`src/rtl/lvds_word_aligner.sv`:
```
// lvds_word_aligner: K28.5 comma search, word alignment and sync-acquisition
// controller between the LVDS deserializer and the 8b/10b decoder. Alignment
// uses an internal barrel shifter (SLIP_MODE=0) or external bitslip pulses
// (SLIP_MODE=1). Sync status uses lock/loss hysteresis.
module lvds_word_aligner #(
   parameter int SLIP_MODE     = 0,
   parameter int SLIP_SETTLE   = 8,
   parameter int LOCK_COMMAS   = 3,
   parameter int LOSS_ERRS     = 4,
   parameter int COMMA_TIMEOUT = 4096
) (
   input  logic       i_Clk,
   input  logic       i_ARst,
   input  logic [9:0] i10_RawData,
   input  logic       i_CodeErr,
   output logic [9:0] o10_AlignedData,
   output logic       o_Synced,
   output logic       o_BitSlip,
   output logic [3:0] o4_SlipPos,
   output logic       o_CommaAligned
);

   localparam int TO_W = $clog2(COMMA_TIMEOUT + 1);
   localparam logic [TO_W-1:0] TO_LAST   = TO_W'(COMMA_TIMEOUT - 1);
   localparam logic [3:0]      LOCK_LIM  = 4'(LOCK_COMMAS);
   localparam logic [3:0]      LOSS_LIM  = 4'(LOSS_ERRS);
   localparam logic [7:0]      SETTLE_LD = 8'(SLIP_SETTLE);

   typedef enum logic [1:0] {HUNT, SLIPWAIT, VERIFY, SYNC} alignState_e;

   alignState_e curState, nextState;

   logic [9:0]      r10_Prev;
   logic [9:0]      alignedWord_p1;
   logic [19:0]     window;
   logic [19:0]     alignedShift;
   logic [19:0]     probe;
   logic            commaFound;
   logic [3:0]      commaPos;
   logic [3:0]      alignPos;
   logic            alignedComma;
   logic            misComma;
   logic            timeout;

   logic [3:0]      slipPos, slipPosNext;
   logic [3:0]      lockCnt, lockCntNext;
   logic [3:0]      errCnt, errCntNext;
   logic [TO_W-1:0] toCnt, toCntNext;
   logic [7:0]      settleCnt, settleCntNext;
   logic            slipPulse;
   logic            commaPulse;

   function automatic logic isComma(input logic [6:0] seg);
      return (seg == 7'b0011111) || (seg == 7'b1100000);
   endfunction

   function automatic logic [3:0] satInc4(input logic [3:0] v);
      return (v == 4'hF) ? v : v + 4'd1;
   endfunction

   function automatic logic [TO_W-1:0] satIncTo(input logic [TO_W-1:0] v);
      return (v == {TO_W{1'b1}}) ? v : v + 1'b1;
   endfunction

   function automatic logic [7:0] satDec8(input logic [7:0] v);
      return (v == 8'd0) ? v : v - 8'd1;
   endfunction

   // Stage p0: the previous raw word forms the upper half of the 20-bit window
   always_ff @(posedge i_Clk or posedge i_ARst) begin
      if (i_ARst) r10_Prev <= '0;
      else        r10_Prev <= i10_RawData;
   end

   assign window       = {r10_Prev, i10_RawData};
   assign alignedShift = window << slipPos;

   // Comma scan over all ten offsets; the lowest matching offset wins
   always_comb begin
      commaFound = 1'b0;
      commaPos   = '0;
      probe      = '0;
      for (int k = 9; k >= 0; k--) begin
         probe = window << k;
         if (isComma(probe[19:13])) begin
            commaFound = 1'b1;
            commaPos   = 4'(k);
         end
      end
   end

   assign alignPos     = (SLIP_MODE != 0) ? 4'd0 : slipPos;
   assign alignedComma = commaFound && (commaPos == alignPos);
   assign misComma     = commaFound && (commaPos != alignPos);
   assign timeout      = (toCnt == TO_LAST) && !alignedComma;

   // Next-state and counter decisions for the acquisition FSM
   always_comb begin
      nextState     = curState;
      slipPosNext   = slipPos;
      lockCntNext   = lockCnt;
      errCntNext    = errCnt;
      settleCntNext = settleCnt;
      toCntNext     = toCnt;
      slipPulse     = 1'b0;
      commaPulse    = 1'b0;
      case (curState)
         HUNT: begin
            if (commaFound) begin
               if (SLIP_MODE == 0) begin
                  slipPosNext = commaPos;
                  lockCntNext = 4'd1;
                  nextState   = VERIFY;
               end else if (commaPos == 4'd0) begin
                  lockCntNext = 4'd1;
                  nextState   = VERIFY;
               end else begin
                  slipPulse     = 1'b1;
                  settleCntNext = SETTLE_LD;
                  nextState     = SLIPWAIT;
               end
            end
         end
         SLIPWAIT: begin
            settleCntNext = satDec8(settleCnt);
            if (settleCntNext == 8'd0) nextState = HUNT;
         end
         VERIFY: begin
            commaPulse = alignedComma;
            if (alignedComma) begin
               lockCntNext = satInc4(lockCnt);
               if (lockCntNext >= LOCK_LIM) nextState = SYNC;
            end else if (misComma) begin
               lockCntNext = '0;
               nextState   = HUNT;
            end else if (timeout) begin
               nextState = HUNT;
            end
         end
         SYNC: begin
            commaPulse = alignedComma;
            if (alignedComma)                errCntNext = '0;
            else if (i_CodeErr || misComma)  errCntNext = satInc4(errCnt);
            if (!alignedComma && ((errCntNext >= LOSS_LIM) || timeout)) begin
               errCntNext = '0;
               nextState  = HUNT;
            end
         end
         default: nextState = HUNT;
      endcase
      // Comma timeout only runs while waiting for aligned commas in one state
      if ((nextState != curState) || alignedComma ||
          !((curState == VERIFY) || (curState == SYNC)))
         toCntNext = '0;
      else
         toCntNext = satIncTo(toCnt);
   end

   // Stage p1: state, offset, counters and registered control pulses
   always_ff @(posedge i_Clk or posedge i_ARst) begin
      if (i_ARst) begin
         curState       <= HUNT;
         slipPos        <= '0;
         lockCnt        <= '0;
         errCnt         <= '0;
         toCnt          <= '0;
         settleCnt      <= '0;
         o_BitSlip      <= 1'b0;
         o_CommaAligned <= 1'b0;
      end else begin
         curState       <= nextState;
         slipPos        <= slipPosNext;
         lockCnt        <= lockCntNext;
         errCnt         <= errCntNext;
         toCnt          <= toCntNext;
         settleCnt      <= settleCntNext;
         o_BitSlip      <= slipPulse;
         o_CommaAligned <= commaPulse;
      end
   end

   // Stage p1: aligned word extracted from the window at the current offset
   always_ff @(posedge i_Clk or posedge i_ARst) begin
      if (i_ARst) alignedWord_p1 <= '0;
      else        alignedWord_p1 <= alignedShift[19:10];
   end

   assign o10_AlignedData = alignedWord_p1;
   assign o_Synced        = (curState == SYNC);
   assign o4_SlipPos      = slipPos;

endmodule
```
`config.mk`:
```
export PLATFORM = sky130hd
export DESIGN_NAME = lvds_word_aligner
export DESIGN_NICKNAME = d
export VERILOG_FILES = /design/src/rtl/lvds_word_aligner.sv
export SDC_FILE = /design/constraint.sdc
export NUM_CORES = 1
export LEC_CHECK = 0
export ABC_AREA = 1
export CAP_MARGIN = 30
export CORE_ASPECT_RATIO = 0.8
export CORE_MARGIN = 1
export CORE_UTILIZATION = 40
export DETAILED_ROUTE_END_ITERATION = 12
export PLACE_DENSITY = 0.63
export SYNTH_ARGS = -nofsm -noshare
export SYNTH_HDL_FRONTEND = slang
export SYNTH_SLANG_ARGS = --single-unit
```
`constraint.sdc`:
```
create_clock -name i_Clk -period 2.3 [get_ports i_Clk]
set_input_delay 0.69 -clock i_Clk [delete_from_list [all_inputs] [get_ports i_Clk]]
set_output_delay 0.69 -clock i_Clk [all_outputs]
set_load 0.05 [all_outputs]
```
After elaboration in Yosys (flattened, before gate mapping)

Index checks and enable logic that the tools add are counted.

Register bits: 56
Bits in latches: 0
RAM bits: 0
ROM bits: 0
Bits of input ports: 13
Output and inout port bits: 17
Logic and storage cells: 119
Memories: 0

Add/sub/neg operators: 4
Multiply operators: 0
Div/mod/pow operators: 0
Magnitude comparators: 2
Equal/unequal tests: 33
Shift operators: 1
Muxes and demuxes: 42
Bitwise operators: 0
Reduce and logical (&&, ||, !) cells: 28

Operator list:

| operator                                                                            | count |
|---|---|
| 4-bit 2-to-1 mux                                                                    | 19 |
| 7-bit by 5-bit == test with 1-bit output, second input constant                     | 10 |
| 7-bit == test, second input constant                                                | 10 |
| 13-bit 2-to-1 mux                                                                   | 2 |
| 20-bit by 4-bit left shift with 20-bit output                                       | 1 |
| 8-bit zero test                                                                     | 2 |
| 1-bit logical OR                                                                    | 15 |
| 2-bit 2-to-1 mux                                                                    | 7 |
| 13-bit by 1-bit adder with 13-bit output, second input constant                     | 1 |
| 13-bit by 12-bit == test with 1-bit output, second input constant                   | 1 |
| 13-bit == test, second input constant                                               | 1 |
| 1-bit 2-to-1 mux                                                                    | 11 |
| 4-bit by 1-bit adder with 4-bit output, second input constant                       | 2 |
| 4-bit == test, second input constant                                                | 2 |
| 8-bit 2-to-1 mux                                                                    | 1 |
| 2-bit case mux with 4 select lines                                                  | 1 |
| 4-bit case mux with 2 select lines                                                  | 1 |
| 8-bit by 1-bit subtractor with 8-bit output, second input constant                  | 1 |
| 2-bit == test, second input constant                                                | 2 |
| 4-bit == test                                                                       | 1 |
| 4-bit by 2-bit greater-or-equal comparator with 1-bit output, second input constant | 1 |
| 4-bit by 3-bit greater-or-equal comparator with 1-bit output, second input constant | 1 |
| 1-bit logical AND                                                                   | 4 |
| 2-bit inequality test, second input constant                                        | 2 |
| other kinds (10)                                                                    | 11 |

Depth between registers and ports, before layout

Gate-level depths: netlist (run 1).

Depth after elaboration: 27
Gate-level depth with buffers: 23
Mapped depth without buffers: 22

Least setup slack after synthesis (run 1)

OpenSTA, ideal clock, no wires.

Path type: input to register
From: input port i10_RawData[9]
To: register toCnt[0]
Setup time: 0.072 ns
Arrival: 2.481 ns
Required time: 2.228 ns
Slack: -0.252 ns
Stages on the path: 22
Buffers on the path: 1
Path through: buf_4 -> inv_1 -> nand2_1 -> nor2_1 -> nand2_1 -> nand2_1 -> inv_1 -> nand3_1 -> nand2_2 -> nand2_1 -> nand3_2 -> nor2_4 -> nand3_1 -> nand2_2 -> nand2_2 -> nand2_1 -> nand3_2 -> nand2_2 -> nand2_4 -> nand2_4 -> nand3_4 -> nor2_2

Word-level cells in the longest chain between the ends: 27
Elaborated cells between the ends (all ways): 62
Those cells by class: 1 x order compare; 16 x eq/ne; 30 x mux; 15 x reduce/logical

RTL lines:

| element                                                                     | RTL line | RTL |
|---|---|---|
| from (decl)                                                                 | 14       | `input logic [9:0] i10_RawData,` |
| 7-bit by 5-bit == test with 1-bit output or 7-bit == test (tied branches)   | 54       | `return (seg == 7'b0011111) \|\| (seg == 7'b1100000);` |
| 1-bit logical OR                                                            | 54       |  |
| 4-bit 2-to-1 mux (10 in a row)                                              | 85       | `if (isComma(probe[19:13])) begin` |
| 4-bit inequality test                                                       | 94       | `assign misComma = commaFound && (commaPos != alignPos);` |
| 1-bit logical AND                                                           | 94       |  |
| 1-bit logical OR                                                            | 143      | `else if (i_CodeErr \|\| misComma) errCntNext = satInc4(errCnt);` |
| 4-bit 2-to-1 mux                                                            | 143      |  |
| 4-bit 2-to-1 mux                                                            | 142      | `if (alignedComma) errCntNext = '0;` |
| 4-bit 2-to-1 mux                                                            | 107      | `case (curState)` |
| 4-bit by 3-bit greater-or-equal comparator with 1-bit output                | 144      | `if (!alignedComma && ((errCntNext >= LOSS_LIM) \|\| timeout)) begin` |
| 1-bit logical OR                                                            | 144      |  |
| 1-bit logical AND                                                           | 144      |  |
| 2-bit 2-to-1 mux                                                            | 144      |  |
| 2-bit case mux with 4 select lines                                          | 107      |  |
| 2-bit inequality test                                                       | 152      | `if ((nextState != curState) \|\| alignedComma \|\|` |
| 1-bit logical OR (*) (2 in a row)                                           | 152      |  |
| 2-bit inequality test (no source line) or 13-bit 2-to-1 mux (tied branches) | -        |  |
| to (signal assigned)                                                        | 175      | `toCnt <= toCntNext;` |
| to (decl)                                                                   | 48       | `logic [TO_W-1:0] toCnt, toCntNext;` |

Every way passes the cells marked *; elsewhere a longest branch is shown, timed or not. The select of a mux whose other input is x is not followed.
A chain may end at the register's enable or synchronous reset.

Worst setup path after layout (run 1)

From: register r10_Prev[0]
To: register toCnt[12]

Word-level cells in the longest chain between the ends: 27
Elaborated cells between the ends (all ways): 65
Those cells by class: 1 x order compare; 18 x eq/ne; 30 x mux; 16 x reduce/logical

RTL lines:

| element                                                                     | RTL line | RTL |
|---|---|---|
| from (decl)                                                                 | 33       | `logic [9:0] r10_Prev;` |
| from (signal assigned)                                                      | 72       | `else r10_Prev <= i10_RawData;` |
| 7-bit by 5-bit == test with 1-bit output or 7-bit == test (tied branches)   | 54       |  |
| 1-bit logical OR                                                            | 54       |  |
| 4-bit 2-to-1 mux (10 in a row)                                              | 85       |  |
| 4-bit inequality test                                                       | 94       |  |
| 1-bit logical AND                                                           | 94       |  |
| 1-bit logical OR                                                            | 143      |  |
| 4-bit 2-to-1 mux                                                            | 143      |  |
| 4-bit 2-to-1 mux                                                            | 142      |  |
| 4-bit 2-to-1 mux                                                            | 107      |  |
| 4-bit by 3-bit greater-or-equal comparator with 1-bit output                | 144      |  |
| 1-bit logical OR                                                            | 144      |  |
| 1-bit logical AND                                                           | 144      |  |
| 2-bit 2-to-1 mux                                                            | 144      |  |
| 2-bit case mux with 4 select lines                                          | 107      |  |
| 2-bit inequality test                                                       | 152      |  |
| 1-bit logical OR (*) (2 in a row)                                           | 152      |  |
| 2-bit inequality test (no source line) or 13-bit 2-to-1 mux (tied branches) | -        |  |

Marked as above.

==> results.md, run 1 <==
- Result of the run: complete, but fails checks
- Violated checks: DRC, setup timing
- Via Count: 3902
- Total global routing track utilization: 21.6%
- Area Growth Syn to Fin: 32.9%
- Main combinational cell family by area after synthesis: simple AND/OR/NAND/NOR gates
- Kind of critical path: flip-flop to flip-flop
- Highest clock frequency the design can meet: 401 MHz
- EDFF count, synth: 0
- Clock sink count: 56
- Layout cell share with drive strength beyond 1: 28.3%
- Count of non-filler cells in the finished layout: 757
- Crit path time final: 2.49 ns
- Die extent in x: 112 microns
- Switching share of power: 46.1%
- Cells after Synth: 558
- Top cell type's share of synthesized area: 36.4%
- Via count of the first global-routing pass: 3630
- Crit-path most repeated cell: sky130_fd_sc_hd__nand2_2
- Peak ir drop on the vdd network: 0.475 mV
- Final count of pins violating max slew: 0
- Global routing met2 resource utilization: 33.5%
- Total of endpoints with negative setup slack in the final report: 20
- Clock insertion delay at the later pin of the skew report: 0.30 ns
- Final WL: 10400 microns
- CTS tree: done
- Met3 track utilization from global routing: 2.97%
- DR WL/cell: 13.8 microns
- Slowest cell delay on critical path: 0.55 ns
- Post-DP HPWL: 7620 microns
- Met1 layer usage reported by global route: 32.4%
- Synthesized Nets: 576
- Dominant cell by count in the synthesized netlist: sky130_fd_sc_hd__nand2_1
- Number of buffers inserted during clock tree synthesis: 5
- Post-route fraction of the period consumed by the critical path: 108%
- Wire length of the first global-routing pass: 17600 microns
- Height of the die: 89.8 microns
- Layer carrying the most global-route usage: met2
- Cell variety after synth: 40
- Pin slew with the least headroom to its limit: 0.564 ns
- Boundary Pins: 30
- Cell area after technology mapping: 3850 sq um
- Path category of the worst min-delay check: flip-flop to flip-flop
- Synth Warn #: 0
- Share of total power in sequential cells: 29.0%
- Largest net degree at the start of global routing: 26
- Mean Syn Cell Area: 6.90 sq um
- Total negative slack: -2.85 ns
- Fraction of synthesized area in multiplexers: 0.520%
- Clock Path Buffers: 2
- Part of the Yosys area used for sequential elements: 36.4%
- Share of synthesized cell area in full adder, half adder and majority cells: 1.62%
- Dpl cell area: 4630 sq um
- Global-route congestion overflow total: 0
- Power share of the combinational group: 53.0%
- Final net count: 659
- Post-synthesis simple-gate area fraction: 36.3%
- Count of state elements after synthesis: 56
- Setup slack of the critical path after layout: -0.193 ns
- Top area cells in the synthesized netlist: sky130_fd_sc_hd__dfrtp_1 (36%), sky130_fd_sc_hd__nand2_1 (14%), sky130_fd_sc_hd__o21ai_0 (7.0%), sky130_fd_sc_hd__nor2_1 (6.3%), sky130_fd_sc_hd__nand3_1 (6.0%)
- Sort of element at the start of the critical path: flip-flop
- Share of total power in the clock network: 18.0%
- Post-Synth XOR/XNOR Area: 2.96%
- Slew margin rel.: 62.1%
- Number of DRC markers in iteration 0: 285
- Synth top cells by count: sky130_fd_sc_hd__nand2_1 (148), sky130_fd_sc_hd__nor2_1 (65), sky130_fd_sc_hd__inv_1 (58)
- Slowest cell on the critical path: sky130_fd_sc_hd__dfrtp_2
- Unrepaired setup endpoints after global routing: yes
- Length of the first detailed-routing pass in iterations: 9
- Util after Layout: 55.7%
- Psw: 2.10 mW
- Worst Path Max Fanout: 8
- Antenna violations before repair: 0
- Internal power: 2.45 mW
- Worst setup EP type: flip-flop
- Final instance area: 5120 sq um
- Core Region: 9190 sq um
- Internal reg-to-reg setup slack: -0.19 ns
- Top cell type by total area after synthesis: sky130_fd_sc_hd__dfrtp_1
- Residual DRC: 3
- Num rows: 31
- Total of max-cap violations: 0
- Antenna violation net count after detailed routing: 0
- Total of buffers placed on input and output ports: 28
- Weighted congestion reported at the end of routability-driven placement: 0.881
- Worst-case hold slack: 0.537 ns
- Critical Path RT: 2.54 ns
- Antenna fix cells: 0
- H-tree Lvls: 2
- Most instantiated flip-flop cell in the synthesis netlist: sky130_fd_sc_hd__dfrtp_1
- Die Area: 10000 sq um
- Clock slew at the register clock pins of the worst setup and hold paths: 0.08 ns
- Share of synthesized registers carrying an async set or reset: 100%
- Arrival time at the worst endpoint: 2.73 ns
- Master cell of the clock root buffer: sky130_fd_sc_hd__clkbuf_16
- Fraction of the mapped netlist area in compound gates: 13.4%
- Cell-by-cell listing of the critical path: inv_4 > nand2_4 > nor2_1 > nand2_1 > nand2_2 > nor2_4 > nand2_2 > nand2_2 > nand2_1 > nand2_2 > nand3_2 > nor2_4 > nand3_2 > nand2_2 > nand2_2 > nand2_2 > nand3_2 > nand2_2 > nand2_4 > nand2_8 > nand3_4 > nor2_2
- Via density: 5.15
- Final Skew: 0.00775 ns
- Number of failing hold endpoints at the final stage: 0
- Leakage Power: 2.42 nW
- P per Cell Area: 890 nW/um^2
- Starting density of the core: 41.9%
- Post-Place Cells: 735
stage by stage:
stage               power, mW  setup slack [ns]
floorplan                2.79            -0.251
global placement         3.46            -0.929
detailed placement       3.49            -0.989
CTS                      4.47            -0.110
global route             4.87            -0.355
finish                   4.56            -0.193
critical path, delay by kind of cell (launching register included):
kind	cells	cell delay [ns]
simple gates	21	1.77
flops	1	0.55
buf+inv	1	0.08
kinds of logic (layout without fill, tap and decap cells):
| logic type | Yosys count | after routing |
|---|---|---|
| buffers and inverters | 83 | 166 |
| and+or+nand+nor | 309 | 310 |
| AOI/OAI and AO/OA | 89 | 89 |
| adders and majority gates | 5 | 5 |
| other | 1 | 1 |
| DFF | 56 | 56 |
| muxes | 2 | 2 |
| xor gates and xnor gates | 13 | 13 |
registers in the layout (all words and copies together) (netlist names):
| signal | count |
|---|---|
| toCnt | 13 |
| o10_AlignedData | 10 |
| r10_Prev | 10 |
| settleCnt | 8 |
| errCnt | 4 |
| lockCnt | 4 |
| o4_SlipPos | 4 |
| curState | 2 |
| o_CommaAligned | 1 |
timing repair:
action	in CTS	in global routing
gates resized for setup	65	28
hold buffers	0	0
setup endpoints to repair	26	22
pin swaps	24	20
gates cloned	2	0
buffers inserted	9	3
power by group through the flow:
| stage | logic (mW) | registers (mW) | clock network [mW] |
|---|---|---|---|
| floorplan | 1.09 | 1.69 | 0 |
| detailed placement | 2.17 | 1.33 | 0 |
| finish | 2.42 | 1.32 | 0.818 |
| CTS | 2.32 | 1.32 | 0.834 |
| global placement | 2.13 | 1.33 | 0 |
| global route | 2.64 | 1.35 | 0.880 |
cell usage in the layout, fill, tap and decap left out, drive strengths merged, types with 9 or more instances in the layout:
master and n:
dfrtp 56, nand2 156, clkdlybuf4s50 17, inv 65, nand3 50, xor2 10, nand4 11, a21oi 9
nor2 79, buf 75, o21ai 55
final timing paths:
check	from	endpoint	cells past startpoint
setup / recovery	r10_Prev[0]	toCnt[12]	22
hold / removal	settleCnt[1]	settleCnt[1]	2
setup reg to reg	r10_Prev[0]	toCnt[12]	22
hold reg to reg	settleCnt[1]	settleCnt[1]	2
max in group asynchronous	i_ARst	curState[0]	3
min in group asynchronous	i_ARst	o10_AlignedData[4]	2
layout make-up:
cell class                      count  area, sq um
Fill cell                         852         4070
Multi-Input combinational cell    420         2350
Sequential cell                    56         1410
Timing Repair Buffer               93          815
Inverter                           65          249
Tap cell                          115          144
Clock buffer                        5          125
Clock inverter                      3         27.5
layer usage:
metal	vias up	wire length, microns
met3	6	518
met1	1805	5290
met4	0	55
li1	1983	-
met5	-	0
met2	108	4580
Power figures use the tool's default switching activity.
==> run 2: changes to the inputs <==
Settings changed: CORE_UTILIZATION 40 to 45, PLACE_DENSITY 0.63 to 0.7.
==> run 2 against run 1 <==
The flow finishes with violations (setup timing). Maximum frequency decreased by 3.0%. Utilization increased by 6.6 points. Critical path type unchanged. Clock power shrank 17%. Largest cell class unchanged. Power down 3.8%. Sequential cell count unchanged. Count of clock-buffer cells in the layout rose by 1.
==> results.md, run 2 (synthesis results as in run 1) <==
- Result of the run: complete, but fails checks
- Violated checks: setup timing
- Boundary Pins: 30
- Clock insertion delay at the later pin of the skew report: 0.31 ns
- Worst-case hold slack: 0.546 ns
- Global-route congestion overflow total: 0
- Worst Path Max Fanout: 7
- Unrepaired setup endpoints after global routing: yes
- Highest clock frequency the design can meet: 389 MHz
- Residual DRC: 0
- Slowest cell on the critical path: sky130_fd_sc_hd__dfrtp_2
- Total global routing track utilization: 23.3%
- Pre-CTS worst setup slack: -0.961 ns
- Share of total power in the clock network: 15.5%
- Beginning of the critical path: r10_Prev[2]
- Family with the most delay on the worst path: simple AND/OR/NAND/NOR gates
- Via Count: 3936
- Via density: 5.28
- Slew margin rel.: 52.5%
- Kind of critical path: flip-flop to flip-flop
- Num rows: 29
- Leading cell types in the layout, fill and taps excluded: sky130_fd_sc_hd__nand2_1 (129), sky130_fd_sc_hd__buf_4 (54), sky130_fd_sc_hd__o21ai_0 (53)
- Number of buffers inserted during clock tree synthesis: 5
- Critical Path RT: 2.55 ns
- Total power draw: 4.39 mW
- Peak ir drop on the vdd network: 0.787 mV
- Number of DRC markers in iteration 0: 316
- Crit path time final: 2.57 ns
- Sort of element at the start of the critical path: flip-flop
- Wire length of the first global-routing pass: 16700 microns
- Antenna fix cells: 0
- Die extent in x: 105 microns
- Most common library cell in the layout ignoring fill and taps: sky130_fd_sc_hd__nand2_1
- Crit Reg-Reg Endpoint: toCnt[3]
- Util after Layout: 62.3%
- Path category of the worst min-delay check: flip-flop to flip-flop
- Psw: 2.04 mW
- H-tree Lvls: 2
- CTS tree: done
- Leakage Power: 2.37 nW
- Final Skew: 0.00821 ns
- Core Region: 8130 sq um
- Post-route fraction of the period consumed by the critical path: 112%
- Max reg flops: 13
- Die Area: 8940 sq um
- Weighted congestion reported at the end of routability-driven placement: 0.915
- Power share of the combinational group: 54.4%
- Length of the first detailed-routing pass in iterations: 5
- Internal reg-to-reg setup slack: -0.27 ns
- Antenna violation net count after detailed routing: 0
- # fillers: 729
- Total of endpoints with negative setup slack in the final report: 20
- Switching share of power: 46.5%
- Crit-path most repeated cell: sky130_fd_sc_hd__nand2_2
- Final net count: 655
- Layout cell share with drive strength beyond 1: 28.2%
- Number of buffer and inverter instances along the worst setup path: 2
- DR WL/cell: 13.7 microns
- Clock Path Buffers: 2
- Termination of the worst setup path: toCnt[3]
- Master cell of the clock root buffer: sky130_fd_sc_hd__clkbuf_8
- Share of total power in sequential cells: 30.1%
- Area Growth Syn to Fin: 31.4%
- Total of max-cap violations: 0
- Pin slew with the least headroom to its limit: 0.705 ns
- Antenna violations before repair: 0
- Arrival time at the worst endpoint: 2.82 ns
- Clock slew at the register clock pins of the worst setup and hold paths: 0.10 ns
- P per Cell Area: 866 nW/um^2
- Worst setup EP type: flip-flop
- Crit Reg-Reg Startpoint: r10_Prev[2]
- Largest net degree at the start of global routing: 57
- Top reg by flops: toCnt
- Starting density of the core: 47.4%
- Length in cells of the worst reg-to-reg path: 22
- Number of failing hold endpoints at the final stage: 0
- Setup slack of the critical path after layout: -0.269 ns
- Total number of cells along the worst setup path: 22
- Slowest cell delay on critical path: 0.50 ns
- Total of buffers placed on input and output ports: 28
- Internal power: 2.35 mW
- Clock sink count: 56
- Cell-by-cell listing of the critical path: inv_2 > buf_4 > nand3_2 > nor2_2 > nor2_4 > nand3_1 > nand2_1 > nand2_1 > nand2_1 > nand2_2 > nand2_2 > nand2_4 > nand3_2 > nand2_2 > nand2_2 > nand2_2 > nand3_2 > nand2_2 > nand2_4 > nand2_8 > nand3_4 > nor2_2
- Final count of pins violating max slew: 0
- Post-DP HPWL: 7190 microns
- Final WL: 10200 microns
- Height of the die: 84.8 microns
- Via count of the first global-routing pass: 3532
[run 2: per-stage QoR]
stage / std cells / setup TNS [ns] / cell area [sq um]
2_1_floorplan: 558 / -2.79 / 3880
3_3_place_gp: 723 / -18.58 / 4600
3_5_place_dp: 723 / -20.18 / 4600
4_1_cts: 737 / -2.39 / 4840
5_1_grt: 746 / -7.42 / 5060
6_report: 746 / -4.41 / 5060
[run 2: timing repair]
item                                    4_1_cts  5_1_grt
cloned                                        2        0
hold buffers                                  0        0
pin swaps                                    26       26
endpoints found under the hold margin         0        0
gates resized for setup                      52       47
endpoints found under the setup margin       26       21
setup buffers                                 4        9
[run 2: layer usage]
layer	track usage [%]	vias to the layer above	wire, microns
li1	-	1974	-
met1	36.2	1828	5110
met2	34.5	128	4410
met3	3.18	6	629
met4	4.23	0	64
met5	0	-	0
[run 2: cell type report]
| cell class | count | area, sq um | share of cell area [%] |
|---|---|---|---|
| clock buffers | 6 | 72.6 | 1.43 |
| repair buffers | 89 | 785 | 15.5 |
| multi-input cells | 420 | 2370 | 46.9 |
| well taps | 108 | 135 | 2.67 |
| flip-flops and latches | 56 | 1410 | 27.8 |
| clock inverters | 2 | 38.8 | 0.766 |
| inverters | 65 | 249 | 4.92 |
[run 2: how the worst min path moves through the flow]
stage / from / end / slack [ns] / cells past startpoint
2_1_floorplan: settleCnt[7] / settleCnt[7] / 0.49 / 2
3_3_place_gp: toCnt[12] / toCnt[12] / 0.51 / 2
3_5_place_dp: settleCnt[0] / settleCnt[0] / 0.53 / 2
4_1_cts: settleCnt[0] / settleCnt[0] / 0.55 / 2
5_1_grt: i10_RawData[4] / r10_Prev[4] / 0.54 / 1
6_report: settleCnt[0] / settleCnt[0] / 0.55 / 2
[run 2: tightest hold or removal path, delay by kind of cell (launching register included)]
| family | cells | cell delay (ns) |
|---|---|---|
| and+or+nand+nor | 1 | 0.06 |
| AOI/OAI and AO/OA | 1 | 0.07 |
| DFF | 1 | 0.39 |
[run 2: power by group through the flow]
stage	clock network (mW)	logic, mW	registers, mW
after floorplan	0	1.09	1.69
after global routing	0.730	2.60	1.35
after CTS	0.685	2.26	1.31
final	0.678	2.39	1.32
after detailed placement	0	2.14	1.33
after global placement	0	2.11	1.33
==> run 3: changes to the inputs <==
Settings changed: SETUP_SLACK_MARGIN set to 0.05.
==> run 3 against run 2 <==
The flow still finishes with violations (setup timing). Cell area down 1.8%. Sequential share of layout area is 0.50 points higher. Wire length grew 0.53%. Worst hold slack worse by 0.017 ns. Sequential cell count unchanged. First-iteration DRC count increased by 8.9%. Setup slack improved by 0.063 ns. Critical path depth shrank 1. Highest routed layer unchanged.
==> results.md, run 3 (synthesis results as in run 1) <==
- Result of the run: complete, but fails checks
- Violated checks: setup timing
- Via Count: 3877
- Dpl cell area: 4520 sq um
- Critical Path RT: 2.56 ns
- Final Skew: 0.00407 ns
- Core Region: 8130 sq um
- Number of buffers inserted by hold repair at cts: 0
- DR WL/cell: 13.9 microns
- Residual DRC: 0
- Master cell of the clock root buffer: sky130_fd_sc_hd__clkbuf_8
- Post-DP HPWL: 7100 microns
- Clock slew at the register clock pins of the worst setup and hold paths: 0.10 ns
- Min-Delay Path Depth: 1
- Unrepaired setup endpoints after global routing: yes
- Worst-case hold slack: 0.529 ns
- Boundary Pins: 30
- Crit Reg-Reg Startpoint: r10_Prev[1]
- Met2 routed wirelength: 4520 microns
- Path category of the worst min-delay check: primary input to flip-flop
- Routed metal-1 wirelength: 4910 microns
- Die extent in x: 105 microns
- Antenna violation net count after detailed routing: 0
- Setup slack of the critical path after layout: -0.206 ns
- Kind of critical path: flip-flop to flip-flop
- Met3 WL post-DR: 771 microns
- Leading cell types in the layout, fill and taps excluded: sky130_fd_sc_hd__nand2_1 (129), sky130_fd_sc_hd__o21ai_0 (54), sky130_fd_sc_hd__nor2_1 (53)
- Leakage Power: 2.33 nW
- Total negative slack: -3.00 ns
- Worst Path Max Fanout: 7
- Final WL: 10300 microns
- Area Growth Syn to Fin: 29.1%
- Die Area: 8940 sq um
- Sort of element at the start of the critical path: flip-flop
- Peak ir drop on the vdd network: 0.902 mV
- Total of max-cap violations: 0
- Post-route fraction of the period consumed by the critical path: 109%
- Crit path time final: 2.51 ns
- Crit Reg-Reg Endpoint: toCnt[6]
- Weighted congestion reported at the end of routability-driven placement: 1.02
- Clock Path Buffers: 2
- Via count of the first global-routing pass: 3653
- Wire length of the first global-routing pass: 17000 microns
- Number of buffers inserted during clock tree synthesis: 5
- Num rows: 29
- CTS tree: done
- Clock insertion delay at the later pin of the skew report: 0.32 ns
- Layout cell share with drive strength beyond 1: 26.6%
- Most common library cell in the layout ignoring fill and taps: sky130_fd_sc_hd__nand2_1
- Final instance area: 4970 sq um
- Startpoint of the lowest-slack hold path: i10_RawData[9]
- Largest net degree at the start of global routing: 57
- Slew margin rel.: 61.9%
- Pre-CTS worst setup slack: -0.925 ns
- Total of endpoints with negative setup slack in the final report: 19
- H-tree Lvls: 2
- Number of failing hold endpoints at the final stage: 0
- End point of the worst hold path: r10_Prev[9]
- Via density: 5.24
- P per Cell Area: 854 nW/um^2
- Pin slew with the least headroom to its limit: 0.567 ns
- Highest clock frequency the design can meet: 399 MHz
- Total global routing track utilization: 23.8%
- Height of the die: 84.8 microns
- Number of DRC markers in iteration 0: 344
- Max reg flops: 13
- Highest metal layer with signal wires: met4
- Length in cells of the worst reg-to-reg path: 21
- Worst setup EP type: flip-flop
- Internal reg-to-reg setup slack: -0.21 ns
- Antenna violations before repair: 0
- Arrival time at the worst endpoint: 2.76 ns
- Final net count: 649
- Global-route congestion overflow total: 0
- Length of the first detailed-routing pass in iterations: 7
- Final count of pins violating max slew: 0
- Total of buffers placed on input and output ports: 28
- Antenna fix cells: 0
- Clock sink count: 56
- Top reg by flops: toCnt
- Total power draw: 4.25 mW
- Starting density of the core: 47.4%
==> run 3: cell count changes in the layout (fill, tap and decap cells not counted), moves of 2 or more <==
cell                      change
sky130_fd_sc_hd__inv_4        +2
sky130_fd_sc_hd__nand3_2      -2
sky130_fd_sc_hd__inv_2        -4
sky130_fd_sc_hd__inv_1        +2
sky130_fd_sc_hd__buf_4        -3
sky130_fd_sc_hd__buf_2        -2
sky130_fd_sc_hd__o32ai_4      -2
==> run 3: critical path: stages (launching register included) <==
cell and delay (ns):
sky130_fd_sc_hd__dfrtp_2 0.51, sky130_fd_sc_hd__buf_4 0.18, sky130_fd_sc_hd__nor2_2 0.12, sky130_fd_sc_hd__nand3_1 0.08, sky130_fd_sc_hd__nand2_1 0.10, sky130_fd_sc_hd__nor2_2 0.06
sky130_fd_sc_hd__buf_4 0.14, sky130_fd_sc_hd__nand3_4 0.06, sky130_fd_sc_hd__nand2_2 0.07, sky130_fd_sc_hd__nand2_2 0.07, sky130_fd_sc_hd__nand3_2 0.08, sky130_fd_sc_hd__nor2_4 0.11
sky130_fd_sc_hd__nand3_2 0.08, sky130_fd_sc_hd__nand2_2 0.08, sky130_fd_sc_hd__nand2_2 0.06, sky130_fd_sc_hd__nand2_2 0.06, sky130_fd_sc_hd__nand3_2 0.06, sky130_fd_sc_hd__nand2_2 0.08
sky130_fd_sc_hd__nand2_4 0.08, sky130_fd_sc_hd__nand2_8 0.13, sky130_fd_sc_hd__nand3_4 0.12, sky130_fd_sc_hd__nor2_2 0.11
==> run 3: final cells by class <==
type	count	area, sq um
inverters	65	254
repair buffers	83	736
flip-flops and latches	56	1410
fillers	698	3150
multi-input cells	420	2350
well taps	108	135
clock inverters	3	21.3
clock buffers	5	68.8
==> run 3: how the worst max path moves through the flow <==
stage,start,to,depth (start not counted)
6_report,r10_Prev[1],toCnt[6],21
5_1_grt,r10_Prev[0],toCnt[6],22
4_1_cts,i10_RawData[9],toCnt[5],24
3_5_place_dp,i10_RawData[9],toCnt[0],22
3_3_place_gp,i10_RawData[9],toCnt[0],18
2_1_floorplan,i10_RawData[9],toCnt[0],23
==> run 3: power by group <==
| group | switching [mW] | leakage (nW) | total (mW) | internal [mW] |
|---|---|---|---|---|
| registers | 0.161 | 0.719 | 1.33 | 1.17 |
| logic | 1.53 | 1.57 | 2.35 | 0.824 |
| clock network | 0.347 | 0.0445 | 0.565 | 0.217 |
==> run 3: metal layers <==
layer  GRT usage, %  vias up
met3           6.29        8
li1               -     1960
met4           3.71        0
met2           35.9      142
met1           34.8     1767
met5              0        -
==> run 3: what timing repair did <==
item                       4_1_cts  5_1_grt
setup buffers                   14        3
setup endpoints to repair       26       26
cloned                           2        0
resized for setup               66       25
pin swaps                       30       17
==> run 3: through the flow <==
stage	utilization, %	std cells
2_1_floorplan	-	558
3_3_place_gp	55.6	714
3_5_place_dp	55.6	714
4_1_cts	60.1	738
5_1_grt	61.2	740
6_report	61.2	740
